<file path="config.mk">
export PLATFORM = sky130hd
export DESIGN_NAME = fetch_unit
export DESIGN_NICKNAME = d
export VERILOG_FILES = /design/src/rtl/fetch_unit.sv
export SDC_FILE = /design/constraint.sdc
export NUM_CORES = 1
export LEC_CHECK = 0
export ABC_CLOCK_PERIOD_IN_PS = 3100
export CAP_MARGIN = 10
export CELL_PAD_IN_SITES_DETAIL_PLACEMENT = 1
export CELL_PAD_IN_SITES_GLOBAL_PLACEMENT = 2
export CORE_ASPECT_RATIO = 2
export CORE_MARGIN = 2
export CORE_UTILIZATION = 24
export CTS_BUF_LIST = sky130_fd_sc_hd__clkbuf_16
export DETAILED_ROUTE_END_ITERATION = 10
export PLACE_DENSITY = 0.86
export SETUP_SLACK_MARGIN = 0.3
export SYNTH_ARGS = -nofsm -noshare
export SYNTH_HDL_FRONTEND = slang
export SYNTH_SLANG_ARGS = --single-unit
export TNS_END_PERCENT = 1
</file>
<file path="constraint.sdc">
create_clock -name clk -period 3.1 [get_ports clk]
set_input_delay 0.465 -clock clk [delete_from_list [all_inputs] [get_ports clk]]
set_output_delay 0.465 -clock clk [all_outputs]
set_load 0.02 [all_outputs]
</file>
<file path="src/rtl/fetch_unit.sv">
// Sequential instruction-fetch front end: owns the PC, fetches one instruction
// at a time over a req/ready + rvalid handshake and retires it into next_pc_in.
module fetch_unit #(
  parameter logic [31:0] RESET_PC  = 32'h0000_0000,
  parameter logic [31:0] NOP_INSTR = 32'h0000_0000
) (
  input  logic        clk,
  input  logic        reset,
  output logic        imem_req,
  output logic [31:0] imem_addr,
  input  logic        imem_ready,
  input  logic        imem_rvalid,
  input  logic [31:0] imem_rdata,
  output logic [31:0] pc,
  output logic [31:0] instr,
  output logic        instr_valid,
  input  logic        stall,
  input  logic [31:0] next_pc_in,
  output logic        fault,
  output logic [31:0] retire_count
);

  typedef enum logic [1:0] {
    S_FETCH = 2'd0,
    S_WAIT  = 2'd1,
    S_EXEC  = 2'd2,
    S_HALT  = 2'd3
  } state_t;

  state_t state;

  // Request is decoded straight from the state register so it is high in the
  // very first cycle after reset releases.
  always_comb begin
    imem_req  = (state == S_FETCH);
    imem_addr = pc;
  end

  always_ff @(posedge clk) begin
    if (reset) begin
      state        <= S_FETCH;
      pc           <= RESET_PC;
      instr        <= NOP_INSTR;
      instr_valid  <= 1'b0;
      fault        <= 1'b0;
      retire_count <= '0;
    end else begin
      case (state)
        S_FETCH: begin
          if (imem_ready) state <= S_WAIT;
        end
        S_WAIT: begin
          if (imem_rvalid) begin
            instr       <= imem_rdata;
            instr_valid <= 1'b1;
            state       <= S_EXEC;
          end
        end
        S_EXEC: begin
          if (!stall) begin
            retire_count <= retire_count + 32'd1;
            instr_valid  <= 1'b0;
            instr        <= NOP_INSTR;
            if (next_pc_in[1:0] == 2'b00) begin
              pc    <= next_pc_in;
              state <= S_FETCH;
            end else begin
              fault <= 1'b1;
              state <= S_HALT;
            end
          end
        end
        default: state <= S_HALT;
      endcase
    end
  end

endmodule
</file>
==> summary.txt <==
Initial Util = 0.243
Die area = 0.0180 mm²
Power per cell area = 433 mW/mm²
Maximum VDD drop = 0.250 mV
CP arrival = 2610 ps
Core area = 0.0167 mm²
Hold Path Class = reg -> reg
Avg Synthesized Cell Area = 8.60 µm²
Grt total ovfl = 0
CP endpoint kind = flop
Setup TNS = 0 ps
Clk slew on worst S/H paths = 70 ps
DR pass1 iterations = 4
Clock Latency Late Sink = 340 ps
R2R Setup Slk = 750 ps
Largest net degree at the start of global routing = 59
Number of cell rows = 67
Max_cap viols = 0
Int Pwr = 0.00203 W
Switching Power = 0.000701 W
Required @ worst endpoint = 3360 ps
Drt drc = 0
Synth unique cells = 32
Die Span Y = 188 µm
Post-placement cell count = 821
Final Instance Count excl. Fillers = 839
RSZ-0062 raised after global routing = no
Synth Register Bits = 100
Critical path class = reg -> reg
Die X = 95.9 µm
RD Place Congestion = 0.727
Via Count = 3991
Post-CTS Hold Fix Bufs = 0
Area Overhead vs Synth = 55.6%
Final hold vios = 0
Final Max Slew Viols = 0
Drt via density = 4.76
Mapped Cells = 471
Asr flop ratio synth = 0
Share of post-route cells with drive strength above 1 = 0.0475
# setup viols final = 0
I/O pin count = 200
Status = finished, final reports clean
Switch share = 0.256
Initial antenna violation count = 1
Worst-path fanout max = 24
Routed WL = 14000 µm
Clock root cell = clkbuf_16
I/O Buffers = 199
Post-DP HPWL = 10600 µm
CTS resizes = 0
Slew HR = 0.470
Final min period = 2350 ps
Number of global-route vias before repair = 4328
Ys Warns = 0
Clock network fraction of total power = 0.408
First-pass GRT wire length = 22300 µm
Part of the Yosys area used for sequential elements = 0.494
WL/cell = 16.7 µm
FILL cells = 1939
Cell taking the most area after synthesis = dfxtp_1
Net count after synthesis = 541
Clock Tree Buf Depth = 2
Main area contributors after synthesis = dfxtp_1 49%, nand2_1 6.8%, a21oi_1 6.4%, a22oi_1 5.9%, buf_4 5.9%
Clock sink count = 100
H-tree Lvls = 3
Setup bufs post-CTS = 0
Gr usage total = 0.158
Drt initial violations = 109
Final #Nets = 696
Seq pwr share = 0.486
Final Skew = 10.2 ps
Slew @ Worst Pin = 792 ps
Area share of the largest cell type after synthesis = 0.494
CP startpoint kind = flop
ANT nets after route = 0
Ys flop type = dfxtp_1
CTS Buf Count = 9
Post-Syn Area = 0.00405 mm²
Combinational Power Share = 0.106
Pleak = 2.09 nW
Crit share post-route = 0.757
EDFF count, synth = 0
CTS tree = built
Fmax = 426 MHz
metrics by stage:
stage               total power, W  area [µm²]  setup slack (ps)  hold WS [ps]   util
floorplan                  0.00147        4050              1280           494      -
global placement           0.00163        5990               555           455  0.359
detailed placement         0.00164        5990               491           469  0.359
CTS                        0.00277        6280               743           479  0.376
global route               0.00286        6300               530           502  0.378
finish                     0.00273        6310               753           475  0.378
worst max-delay path: stages, from the launching register on:
cell and delay, ps:
dfxtp_1 440, and4_1 360, nand3_1 600, or4_1 690, a21oi_1 170
sequential cells by signal (all words and copies together) (netlist names):
name	count
imem_addr	32
instr_valid	1
state	2
instr	32
fault	1
retire_count	32
final timing paths:
path | to | depth (start not counted) | start
hold reg to reg | imem_addr[28]$_SDFFE_PP0P_ | 2 | imem_addr[28]$_SDFFE_PP0P_
hold / removal | imem_addr[28]$_SDFFE_PP0P_ | 2 | imem_addr[28]$_SDFFE_PP0P_
setup / recovery | retire_count[20]$_SDFFE_PP0P_ | 4 | retire_count[4]$_SDFFE_PP0P_
setup reg to reg | retire_count[20]$_SDFFE_PP0P_ | 4 | retire_count[4]$_SDFFE_PP0P_
power by group through the flow:
stage / registers [W] / clock network, W / logic (W)
floorplan: 0.00138 / 0 / 0.0000941
finish: 0.00133 / 0.00112 / 0.000290
detailed placement: 0.00136 / 0 / 0.000284
global placement: 0.00136 / 0 / 0.000279
global route: 0.00133 / 0.00122 / 0.000310
CTS: 0.00133 / 0.00116 / 0.000286
area by class of cell:
class | instances | area [µm²] | share of cell area
Antenna cell | 1 | 2.50 | 0.000397
Clock buffer | 9 | 225 | 0.0357
Clock inverter | 7 | 63.8 | 0.0101
Inverter | 3 | 11.3 | 0.00179
Multi-Input combinational cell | 306 | 1680 | 0.267
Sequential cell | 100 | 2000 | 0.317
Tap cell | 207 | 259 | 0.0411
Timing Repair Buffer | 206 | 2060 | 0.327
synthesized netlist by cell type, types with 3 or more instances:
| cell | n |
|---|---|
| nand4_1 | 12 |
| and4_1 | 6 |
| nand3_1 | 11 |
| or4_1 | 12 |
| a21oi_1 | 52 |
| clkbuf_1 | 24 |
| xnor2_1 | 3 |
| inv_1 | 3 |
| a22oi_1 | 32 |
| and3_1 | 4 |
| buf_4 | 32 |
| o31ai_1 | 12 |
| o21ai_0 | 7 |
| nand2_1 | 73 |
| or3_1 | 6 |
| nor2_1 | 52 |
| xor2_1 | 9 |
| buf_2 | 6 |
| dfxtp_1 | 100 |
cells in the final DEF (no fill, tap or decap), types with 11 or more instances in the layout:
| cell | count |
|---|---|
| a21oi_1 | 52 |
| a22oi_1 | 32 |
| clkdlybuf4s50_1 | 198 |
| dfxtp_1 | 100 |
| nand2_1 | 73 |
| nand3_1 | 11 |
| nand4_1 | 12 |
| nor2_1 | 51 |
| o31ai_1 | 12 |
| or4_1 | 12 |
routing by layer:
layer / up-vias / part of all wire / global-route usage
met2: 127 / 0.56 / 0.297
met3: 16 / 0.050 / 0.0350
met5: - / 0 / 0
met4: 0 / 0.021 / 0.0544
met1: 1926 / 0.37 / 0.167
li1: 1922 / - / -
kinds of logic (layout without fill, tap and decap cells):
group | count (synthesis) | after routing | share of synthesized area
and+or+nand+nor | 187 | 187 | 0.224
muxes | 1 | 1 | 0.00278
DFF | 100 | 100 | 0.494
AOI/OAI and AO/OA | 105 | 105 | 0.158
xor gates and xnor gates | 12 | 12 | 0.0259
buffers and inverters | 65 | 225 | 0.0917
other | 0 | 1 | 0
adders and majority gates | 1 | 1 | 0.00309
(Power assumes the default switching activity.)
